<file path="src/rtl/bus_cycle_master_if.sv">
// Core-side request/response handshake and multiplexed AD peripheral bus.
// The master modport is the bus_cycle_master view; slave is the environment.
interface bus_cycle_master_if #(
    parameter int ADDR_W = 8,
    parameter int DATA_W = 8
);
    logic              req_valid;
    logic              req_ready;
    logic              req_we;
    logic [ADDR_W-1:0] req_addr;
    logic [DATA_W-1:0] req_wdata;
    logic              resp_valid;
    logic              resp_we;
    logic [DATA_W-1:0] resp_rdata;
    logic              ALE;
    logic              CS;
    logic              rdb;
    logic              wrb;
    logic [DATA_W-1:0] ad_out;
    logic              ad_oe;
    logic [DATA_W-1:0] ad_in;

    modport master (
        input  req_valid, req_we, req_addr, req_wdata, ad_in,
        output req_ready, resp_valid, resp_we, resp_rdata,
        output ALE, CS, rdb, wrb, ad_out, ad_oe
    );

    modport slave (
        output req_valid, req_we, req_addr, req_wdata, ad_in,
        input  req_ready, resp_valid, resp_we, resp_rdata,
        input  ALE, CS, rdb, wrb, ad_out, ad_oe
    );
endinterface

</file>
<file path="src/rtl/bus_cycle_master.sv">
// Single-beat bus cycle master: address phase, strobe phase, recovery.
// One transaction in flight; completion reported as a 1-cycle pulse.
module bus_cycle_master #(
    parameter int ADDR_W     = 8,
    parameter int DATA_W     = 8,
    parameter int STROBE_CYC = 2
) (
    input  logic                clock,
    input  logic                reset,
    bus_cycle_master_if.master  bus
);
    localparam int CNT_W = $clog2(STROBE_CYC + 1);
    localparam logic [CNT_W-1:0] LAST = CNT_W'(STROBE_CYC - 1);

    if (STROBE_CYC < 2 || STROBE_CYC > 15 || ADDR_W > DATA_W) begin : g_bad_cfg
        $error("bus_cycle_master: illegal STROBE_CYC or ADDR_W > DATA_W");
    end

    typedef enum logic [3:0] {
        IDLE    = 4'b0001,
        ADDR    = 4'b0010,
        STROBE  = 4'b0100,
        RECOVER = 4'b1000
    } state_t;

    state_t            state;
    state_t            state_next;
    logic [CNT_W-1:0]  strb_cnt;
    logic [ADDR_W-1:0] addr_q;
    logic [DATA_W-1:0] wdata_q;
    logic              we_q;
    logic [DATA_W-1:0] rdata_q;
    logic              accept;
    logic              last_strb;

    assign bus.req_ready  = (state == IDLE) && !reset;
    assign accept         = bus.req_valid && bus.req_ready;
    assign last_strb      = (state == STROBE) && (strb_cnt == LAST);
    assign bus.resp_rdata = rdata_q;

    // State register
    always_ff @(posedge clock) begin
        if (reset) state <= IDLE;
        else       state <= state_next;
    end

    // Next-state sequencing
    always_comb begin
        state_next = state;
        unique case (state)
            IDLE:    if (accept) state_next = ADDR;
            ADDR:    state_next = STROBE;
            STROBE:  if (strb_cnt == LAST) state_next = RECOVER;
            RECOVER: state_next = IDLE;
            default: state_next = IDLE;
        endcase
    end

    // Request capture, strobe counter and read data capture
    always_ff @(posedge clock) begin
        if (reset) begin
            strb_cnt <= '0;
            addr_q   <= '0;
            wdata_q  <= '0;
            we_q     <= 1'b0;
            rdata_q  <= '0;
        end else begin
            if (accept) begin
                addr_q  <= bus.req_addr;
                wdata_q <= bus.req_wdata;
                we_q    <= bus.req_we;
            end
            if (state == ADDR)
                strb_cnt <= '0;
            else if (state == STROBE)
                strb_cnt <= strb_cnt + CNT_W'(1);
            if (last_strb && !we_q)
                rdata_q <= bus.ad_in;
        end
    end

    // Moore decode of bus and response outputs from the registered state
    always_comb begin
        bus.ALE        = 1'b0;
        bus.CS         = 1'b0;
        bus.rdb        = 1'b1;
        bus.wrb        = 1'b1;
        bus.ad_oe      = 1'b0;
        bus.ad_out     = '0;
        bus.resp_valid = 1'b0;
        bus.resp_we    = 1'b0;
        unique case (state)
            ADDR: begin
                bus.ALE    = 1'b1;
                bus.CS     = 1'b1;
                bus.ad_oe  = 1'b1;
                bus.ad_out = DATA_W'(addr_q);
            end
            STROBE: begin
                bus.CS = 1'b1;
                if (we_q) begin
                    bus.wrb    = 1'b0;
                    bus.ad_oe  = 1'b1;
                    bus.ad_out = wdata_q;
                end else begin
                    bus.rdb = 1'b0;
                end
            end
            RECOVER: begin
                bus.resp_valid = 1'b1;
                bus.resp_we    = we_q;
            end
            default: ;
        endcase
    end
endmodule

</file>
<file path="src/flat_wrapper.sv">
// flat-port wrapper written by rule: the top's interface ports become plain ports
module bus_cycle_master_flat 
#(
    parameter int ADDR_W     = 8,
    parameter int DATA_W     = 8,
    parameter int STROBE_CYC = 2
)
  (clock, reset, bus_req_valid, bus_req_we, bus_req_addr, bus_req_wdata, bus_ad_in, bus_req_ready, bus_resp_valid, bus_resp_we, bus_resp_rdata, bus_ALE, bus_CS, bus_rdb, bus_wrb, bus_ad_out, bus_ad_oe);
  bus_cycle_master_if #(.ADDR_W(ADDR_W), .DATA_W(DATA_W)) bus_i ();
  input  logic clock;
  input  logic reset;
  input wire logic [$bits(bus_i.req_valid)-1:0] bus_req_valid;
  input wire logic [$bits(bus_i.req_we)-1:0] bus_req_we;
  input wire logic [$bits(bus_i.req_addr)-1:0] bus_req_addr;
  input wire logic [$bits(bus_i.req_wdata)-1:0] bus_req_wdata;
  input wire logic [$bits(bus_i.ad_in)-1:0] bus_ad_in;
  output wire logic [$bits(bus_i.req_ready)-1:0] bus_req_ready;
  output wire logic [$bits(bus_i.resp_valid)-1:0] bus_resp_valid;
  output wire logic [$bits(bus_i.resp_we)-1:0] bus_resp_we;
  output wire logic [$bits(bus_i.resp_rdata)-1:0] bus_resp_rdata;
  output wire logic [$bits(bus_i.ALE)-1:0] bus_ALE;
  output wire logic [$bits(bus_i.CS)-1:0] bus_CS;
  output wire logic [$bits(bus_i.rdb)-1:0] bus_rdb;
  output wire logic [$bits(bus_i.wrb)-1:0] bus_wrb;
  output wire logic [$bits(bus_i.ad_out)-1:0] bus_ad_out;
  output wire logic [$bits(bus_i.ad_oe)-1:0] bus_ad_oe;
  assign bus_i.req_valid = bus_req_valid;
  assign bus_i.req_we = bus_req_we;
  assign bus_i.req_addr = bus_req_addr;
  assign bus_i.req_wdata = bus_req_wdata;
  assign bus_i.ad_in = bus_ad_in;
  assign bus_req_ready = bus_i.req_ready;
  assign bus_resp_valid = bus_i.resp_valid;
  assign bus_resp_we = bus_i.resp_we;
  assign bus_resp_rdata = bus_i.resp_rdata;
  assign bus_ALE = bus_i.ALE;
  assign bus_CS = bus_i.CS;
  assign bus_rdb = bus_i.rdb;
  assign bus_wrb = bus_i.wrb;
  assign bus_ad_out = bus_i.ad_out;
  assign bus_ad_oe = bus_i.ad_oe;
  bus_cycle_master #(.ADDR_W(ADDR_W), .DATA_W(DATA_W), .STROBE_CYC(STROBE_CYC)) u_core (.clock(clock), .reset(reset), .bus(bus_i));
endmodule
</file>
<file path="config.mk">
export PLATFORM = sky130hd
export DESIGN_NAME = bus_cycle_master_flat
export DESIGN_NICKNAME = d
export VERILOG_FILES = /design/src/rtl/bus_cycle_master_if.sv /design/src/rtl/bus_cycle_master.sv /design/src/flat_wrapper.sv
export SDC_FILE = /design/constraint.sdc
export NUM_CORES = 1
export LEC_CHECK = 0
export CORE_UTILIZATION = 40
export DETAILED_ROUTE_END_ITERATION = 12
export GPL_TIMING_DRIVEN = 0
export PLACE_DENSITY = 0.74
export SLEW_MARGIN = 10
export SYNTH_ARGS = -nofsm -noshare
export SYNTH_HDL_FRONTEND = slang
export SYNTH_SLANG_ARGS = --single-unit
</file>
<file path="constraint.sdc">
create_clock -name clock -period 1.7 [get_ports clock]
set_input_delay 0.17 -clock clock [delete_from_list [all_inputs] [get_ports clock]]
set_output_delay 0.17 -clock clock [all_outputs]
set_load 0.05 [all_outputs]
</file>
-- Word level (Yosys, flattened, before mapping)
Cells that the tools add are included.
- $add $sub $neg: 1
- eq/ne operators: 7
- multiplexer cells: 14
- reduce and logical (&&, ||, !) cells: 9
- operator list (operator ; count):
    $pmux W8 S2 ; 1
    $pmux W4 S3 ; 1
    $mux W1 ; 8
    $mux W4 ; 2
    $mux W8 ; 1
    $eq A4 B1 Y1 const B ; 1
    $eq A4 B2 Y1 const B ; 1
    $eq A4 B3 Y1 const B ; 1
    $eq A4 B4 Y1 const B ; 1
    $logic_and A1 B1 Y1 ; 4
    $ne A2 B1 Y1 const B ; 2
    $reduce_or A2 Y1 ; 2
    $add A2 B1 Y2 const B ; 1
    $eq A2 B1 Y1 const B ; 1
    $logic_not A1 Y1 ; 2
    $pmux W1 S2 ; 1
    $reduce_and A2 Y1 ; 1
- register bits: 31
- output and inout port bits: 24
- logic and storage cells: 37

-- Depth between registers and ports, before layout
Gate-level depths: netlist (run 1).
- depth in word-level cells: 5
- gate-level depth with buffers: 5

-- Least setup slack after synthesis (run 1)
No wires, ideal clock.
- kind: register -> output
- start point: register u_core.state[3]
- end point: output bus_resp_we
- arrival: 2.747 ns
- slack: -1.217 ns
- cell stages (with the launch flop): 3
- path buffers: 0
- path through: dfxtp_1 nor4b_1 and2_1
- longest elaborated chain between the ends: 2
- ends and longest elaborated chain (item ; RTL line ; RTL):
    start: declaration ; bus_cycle_master.sv:26 ; state_t state;
    start signal: assignment ; bus_cycle_master.sv:44 ; else state <= state_next;
    $eq A4 B4 Y1 ; bus_cycle_master.sv:92 ; unique case (state)
    $mux W1 ; bus_cycle_master.sv:92 ;
    end: declaration ; flat_wrapper.sv:19 ; output wire logic [$bits(bus_i.resp_we)-1:0] bus_resp_we;
No other way between the ends.

-- Worst setup path in the final report (run 1)
- start point: register u_core.state[1]
- end point: output bus_ad_out[1]
- longest elaborated chain between the ends: 2
- ends and longest elaborated chain (item ; RTL line ; RTL):
    $eq A4 B3 Y1 / $eq A4 B2 Y1 (equally long branches) ; bus_cycle_master.sv:92 ;
    $pmux W8 S2 (*) ; bus_cycle_master.sv:92 ;
    end: declaration ; flat_wrapper.sv:25 ; output wire logic [$bits(bus_i.ad_out)-1:0] bus_ad_out;
Mark *: on every way between the ends. The rest lies on a longest branch, timed or not.

==> key figures, run 1 <==
Floorplan
  • # IOs: 52
  • Chip width: ~63 um
  • Die height: approximately 63 um
  • Initial cell density of the core: 43.4%
  • Row count: 21
  • Die ar.: approximately 4000 um^2
  • Core area: 3440 um^2

STA
  • Slew margin rel.: between 60% and 70%
  • Final Hold Fails: 0
  • Clock Skew: between 7 and 8 ps
  • Slew @ Worst Pin: ~520 ps
  • Max Freq: 567 MHz
  • Final slew viol count: 0
  • RSZ-0062 raised after global routing: true
  • Min Tclk post-route: approximately 1800 ps
  • Tcrit/Tclk final: 104%
  • Fin Hold WS: roughly 460 ps
  • PnR worst setup slack: -64.8 ps
  • Endpoints failing setup: 9

Yosys
  • Syn_nets: between 150 and 200
  • Synthesized flop and latch total: 31
  • Syn_area_per_cell: 11.0 um^2
  • Post-synthesis sequential area ratio: approximately two fifths
  • Synth Cell Area: 1490 um^2
  • Post-Synthesis Cells: 136
  • Synth Warn #: 0
  • Unique masters post-synth: 30

Finish
  • Synth-to-layout area growth: 63.3%
  • Finished layout cell area: roughly 2400 um^2
  • Antenna diode count: 0
  • Most common cell after layout, fill and taps aside: clkdlybuf4s50_1
  • Commonest cells after routing, fill and taps aside: 35 x clkdlybuf4s50_1, 27 x dfxtp_1, 18 x nor2b_1
  • Layout Nets: 232
  • Share of cells above drive strength 1: between 30 and 40%
  • Filler cells: between 200 and 300

CTS
  • Clock Path Buffers: 2
  • Worst-path clk slew: approximately 70 ps
  • Clock tree from TritonCTS: yes
  • Clock latency on the worst-skew pair: approximately 280 ps
  • Clock Sinks: 31
  • Root Buffer: clkbuf_8
  • CTS Buf Count: 5
  • Htree depth: 2
  • # hold bufs at CTS: 0

Drt
  • Drt drc: 0
  • Starting DRT DRC Count: 34
  • Vias post-DR: 1,211
  • Total wire length: 3840 um
  • Drt via density: 4.84
  • WL/cell: approximately 15 um
  • 1st-pass router iterations: 3
  • Remaining antenna violation count: 0

Critical path
  • Slowest cell on crit path: dfxtp_4
  • Worst path cell trace: nor4b_4 -> and2_4 -> buf_6 -> a22o_4 -> buf_8
  • Worst Path Buf+Inv: 2
  • Worst r2r path cells: 6
  • CP Launch Type: register
  • Critical Path Sink Type: output port
  • Family with the most delay on the worst path: simple AND/OR/NAND/NOR gates
  • CP required: 1530 ps
  • Crit path launch: u_core.state[1]
  • Worst reg2reg startpoint: u_core.state[1]
  • Reg2Reg Setup Slack: around 80 ps
  • CP Depth: 5
  • R2R Path End: u_core.wdata_q[5]
  • Crit path kind: register to output port
  • Critical path's largest stage delay: 370 ps
  • Critical Path AT: ~1600 ps
  • Setup crit end: bus_ad_out[1]
  • Worst Path Max Fanout: 4

GRT
  • Vias in the first global route: between 1k and 1.5k
  • Largest net degree at the start of global routing: 11
  • First-pass GRT wire length: slightly above 6000 um
  • Total grt overflow: 0
  • Tot GR Track Use: 20.4%
  • Initial antenna violation count: 0

Power and ir drop
  • Combinational share of power: about 16%
  • Leakage power: approximately 1.0 nW
  • Total power: approximately 1.7 mW
  • Pint: ~1.3 mW
  • VDD IR max: roughly 0.57 mV
  • Switching Power: 393 uW
  • Sw Ratio: approximately a quarter
  • Register share of total power: 47.0%
  • Power Density: between 600 and 700 nW/um^2
  • Clock share of power: between 30% and 40%

Placement
  • Gpl congestion: a little over 0.7
  • Area after DPL: 2100 um^2
  • Dpl hpwl: ~2500 um
  • PortBufs: between 50 and 60

Run
  • Max-Cap Viols: 0

Run status
  • Status: finished, violations left
  • Failing checks: setup timing

Hold path
  • Hold Path Origin: bus_ad_in[7]
  • Worst min path class: primary input to register
==> worst min-delay path, cell delays in order <==
cell,delay (ps)
clkdlybuf4s50_1,400
nand2b_1,60
mux2i_1,60
==> synth_stat cells, drive strengths merged <==
cell / number / share of area, %
or2: 1 / 0.42
inv: 3 / 0.75
o211ai: 1 / 0.50
and3: 1 / 0.42
nor3: 2 / 0.67
mux2i: 8 / 5.4
nand2: 1 / 0.25
buf: 4 / 1.9
and3b: 1 / 0.59
ha: 1 / 0.84
mux2: 17 / 15
a22o: 8 / 4.7
clkbuf: 4 / 1.0
a2111oi: 1 / 0.59
nand3b: 2 / 1.8
nor4b: 3 / 3.8
o21ai: 1 / 0.33
and2: 3 / 1.3
o21a: 1 / 0.50
nor2: 2 / 0.50
nand2b: 19 / 8.0
a21oi: 1 / 0.33
nor2b: 19 / 8.0
xnor2: 1 / 0.59
dfxtp: 31 / 42
==> worst min path at each step <==
stage	endpoint	cells past startpoint	slack, ps
detailed placement	u_core.bus.resp_rdata[2]	2	480
global placement	u_core.bus.resp_rdata[6]	2	460
floorplan	u_core.state[1]	1	290
CTS	u_core.bus.resp_rdata[7]	3	470
global route	u_core.bus.resp_rdata[0]	3	470
finish	u_core.bus.resp_rdata[7]	3	460
==> power by group through the flow <==
stage	sequential [mW]	clock [mW]	combinational (mW)
finish	0.794	0.632	0.265
global route	0.797	0.685	0.281
CTS	0.796	0.641	0.250
detailed placement	0.806	0	0.236
global placement	0.804	0	0.229
floorplan	0.799	0	0.142
==> metal layers <==
metal	global-route usage (%)	wire [um]
met1	23.0	1650
met5	0	0
met4	9.30	55
met2	34.3	1910
met3	7.07	221
==> registers in the layout, summed over array words and instances, names as in the netlist <==
name,cells
u_core.we_q,1
u_core.bus.resp_rdata,8
u_core.strb_cnt,2
u_core.addr_q,8
u_core.state,4
u_core.wdata_q,8
==> cell type report <==
type / instances / area [um^2] / area share, %
repair buffers: 60 / 628 / 25.8
flip-flops and latches: 31 / 636 / 26.1
clock buffers: 8 / 100 / 4.11
inverters: 3 / 13.8 / 0.565
multi-input cells: 94 / 936 / 38.4
well taps: 46 / 57.6 / 2.36
plain buffers: 8 / 66.3 / 2.72
==> through the flow <==
step	util, %	std cells	setup WS, ps	setup TNS [ps]
floorplan	-	136	-124	-345
global placement	61.0	233	-785	-10030
detailed placement	61.0	233	-820	-11250
CTS	69.4	247	-73.9	-608
global route	70.8	250	-113	-949
finish	70.8	250	-64.8	-500
==> cells by family after synthesis <==
group                      after synthesis  share of synthesized area (%)
adders and majority gates                1                          0.838
xor gates and xnor gates                 1                          0.587
muxes                                   25                           20.7
buffers and inverters                   11                           3.69
and+or+nand+nor                         54                           25.7
DFF                                     31                           41.6
AOI/OAI and AO/OA                       13                           6.96
==> repair_timing <==
action                                  4_1_cts  5_1_grt
buffers inserted                              4        3
pin swaps                                     3        4
endpoints found under the setup margin       16       23
gates cloned                                  2        0
gates resized for setup                     133       18
(Power assumes the default switching activity.)
==> run 2: changes to the inputs <==
--- a/config.mk
+++ b/config.mk
@@ -5,10 +5,14 @@
 export SDC_FILE = /design/constraint.sdc
 export NUM_CORES = 1
 export LEC_CHECK = 0
-export CORE_UTILIZATION = 40
+export CELL_PAD_IN_SITES_DETAIL_PLACEMENT = 2
+export CELL_PAD_IN_SITES_GLOBAL_PLACEMENT = 2
+export CORE_UTILIZATION = 37
 export DETAILED_ROUTE_END_ITERATION = 12
+export DONT_BUFFER_PORTS = 1
 export GPL_TIMING_DRIVEN = 0
-export PLACE_DENSITY = 0.74
+export PLACE_DENSITY = 0.78
+export SKIP_LAST_GASP = 1
 export SLEW_MARGIN = 10
 export SYNTH_ARGS = -nofsm -noshare
 export SYNTH_HDL_FRONTEND = slang
==> key figures, run 2 (synthesis gave the netlist of run 1 again) <==
Run status
  • Status: finished, violations left
  • Failing checks: setup timing

Finish
  • Layout Nets: 187 (-19%)
  • Non-Filler Instances: 207 (-17%)
  • Finished layout cell area: 2010 um^2 (-18%)
  • Synth-to-layout area growth: 34.6%
  • Antenna diode count: 0 (unchanged)
  • Share of cells above drive strength 1: 43.4% (+5.7 points)
  • Most common cell after layout, fill and taps aside: dfxtp_1
  • Commonest cells after routing, fill and taps aside: 27 x dfxtp_1, 18 x nor2b_1, 17 x nand2b_1

Run
  • Max-Cap Viols: 0 (unchanged)

STA
  • Tcrit/Tclk final: 113% (+8.9 points)
  • PnR worst setup slack: -216 ps (-151 ps)
  • Final Hold Fails: 0 (unchanged)
  • Clock Skew: 10.0 ps (+2.97 ps)
  • Min Tclk post-route: 1920 ps (+151 ps)
  • Final slew viol count: 0 (unchanged)
  • Slew @ Worst Pin: 753 ps (+232 ps)
  • Endpoints failing setup: 21 (+12)
  • Slew margin rel.: 49.6% (-16 points)
  • TNS Setup: -1690 ps (-1190 ps)
  • Max Freq: 522 MHz (-7.9%)
  • RSZ-0062 raised after global routing: true

GRT
  • Initial antenna violation count: 0 (unchanged)
  • First-pass GRT wire length: 7070 um (+17%)
  • Vias in the first global route: 1,285 (+0.63%)
  • Largest net degree at the start of global routing: 11 (unchanged)
  • Tot GR Track Use: 23.4% (+3.0 points)
  • Total grt overflow: 0 (unchanged)

Drt
  • Total wire length: 4460 um (+16%)
  • Remaining antenna violation count: 0 (unchanged)
  • Starting DRT DRC Count: 11 (-68%)
  • WL/cell: 21.5 um (+40%)
  • 1st-pass router iterations: 2 (-1)
  • Drt via density: 5.23 (+8.0%)
  • Drt drc: 0 (unchanged)
  • Vias post-DR: 1,083 (-11%)

Critical path
  • Critical Path Sink Type: output port
  • Worst r2r path cells: 7 (+1)
  • Critical Path AT: 1750 ps (+160 ps)
  • CP required: 1530 ps (about the same)
  • Worst reg2reg startpoint: u_core.state[1]
  • R2R Path End: u_core.wdata_q[4]
  • Crit path launch: u_core.state[0]
  • Reg2Reg Setup Slack: -30 ps (-110 ps)
  • CP Launch Type: register
  • Worst Path Max Fanout: 4 (unchanged)
  • Crit path kind: register to output port

Floorplan
  • Die height: 65.5 um (+3.9%)
  • Core area: 3770 um^2 (+9.6%)
  • Die ar.: 4290 um^2 (+7.9%)
  • Chip width: 65.5 um (+3.9%)
  • Row count: 22 (+4.8%)
  • # IOs: 52 (unchanged)
  • Initial cell density of the core: 39.6% (-3.8 points)

CTS
  • CTS Buf Count: 5 (unchanged)
  • Worst-path clk slew: 70 ps (about the same)
  • Clock latency on the worst-skew pair: 290 ps (about the same)
  • Clock tree from TritonCTS: yes
  • Clock Path Buffers: 2 (unchanged)
  • Root Buffer: clkbuf_8
  • Htree depth: 2 (unchanged)
  • Clock Sinks: 31 (unchanged)

Power and ir drop
  • Total power: 1.79 mW (+6.1%)
  • Power Density: 893 nW/um^2 (+29%)
  • Leakage power: 0.855 nW (-18%)
  • VDD IR max: 0.485 mV (-14%)

Placement
  • PortBufs: 0 (-100%)
  • Gpl congestion: 0.705 (-1.1%)
  • Area after DPL: 1590 um^2 (-24%)
  • Dpl hpwl: 2590 um (+3.1%)
  • Cells after DPL: 184 (-21%)

Hold path
  • Worst min path class: primary input to register
  • Hold Path Origin: bus_req_wdata[0]
  • Hold depth: 1 (-2)
  • Sink of the worst hold path: u_core.wdata_q[0]
[run 2: cell types whose count changed in the layout (fill, tap and decap cells not counted), sizes merged]
cell,before,now
clkinvlp,0,1
clkdlybuf4s50,35,0
clkinv,0,1
buf,29,18
dlygate4sd3,0,1
inv,3,2
bufinv,0,1
clkbuf,12,10
[run 2: how the worst max path moves through the flow]
stage               endpoint
2_1_floorplan      bus_ad_oe
3_3_place_gp       bus_ad_oe
3_5_place_dp   bus_ad_out[0]
4_1_cts            bus_ad_oe
5_1_grt            bus_ad_oe
6_report           bus_ad_oe
[run 2: layout make-up]
class | instances | area (um^2)
inverters | 3 | 15.0
clock buffers | 6 | 82.6
well taps | 48 | 60.1
plain buffers | 7 | 61.3
clock inverters | 2 | 35.0
flip-flops and latches | 31 | 636
repair buffers | 16 | 170
fillers | 365 | 1760
multi-input cells | 94 | 950
[run 2: timing repair]
action                                  CTS  global route
hold buffers                              1             0
gates resized for setup                  32            13
setup buffers                            14             4
pin swaps                                 7            10
hold endpoints to repair                  1             0
gates cloned                              1             0
endpoints found under the setup margin   32            43
[run 2: routing by layer]
layer	GRT usage (%)	routed length [um]	up-vias
li1	-	-	510
met1	24.1	1780	536
met2	44.5	2400	30
met4	8.15	65	0
met5	0	0	-
met3	6.60	212	7
[run 2: worst max-delay path: stages (launching register included)]
cell and delay [ps]:
dfxtp_4 370, nor4b_4 320, and2_4 220, clkinvlp_4 270
nand2b_4 270
[run 2: power by group]
group	internal (mW)	switching, mW	total (mW)
logic	0.133	0.0980	0.231
clock network	0.474	0.293	0.766
registers	0.760	0.0360	0.796
total	1.37	0.427	1.79
[run 2: metrics by stage]
| stage | hold slack (ps) | utilization [%] | setup slack [ps] |
|---|---|---|---|
| 2_1_floorplan | 292 | - | -124 |
| 3_3_place_gp | 295 | 42.2 | -359 |
| 3_5_place_dp | 296 | 42.2 | -449 |
| 4_1_cts | 13.0 | 52.4 | -266 |
| 5_1_grt | 7.87 | 53.3 | -277 |
| 6_report | 15.0 | 53.3 | -216 |
==> run 3: changes to the inputs <==
--- a/config.mk
+++ b/config.mk
@@ -7,6 +7,7 @@
 export LEC_CHECK = 0
 export CELL_PAD_IN_SITES_DETAIL_PLACEMENT = 2
 export CELL_PAD_IN_SITES_GLOBAL_PLACEMENT = 2
+export CORE_MARGIN = 1
 export CORE_UTILIZATION = 37
 export DETAILED_ROUTE_END_ITERATION = 12
 export DONT_BUFFER_PORTS = 1
==> results of run 3 <==
The final DEF is identical to that of run 2; final timing and power are the same.
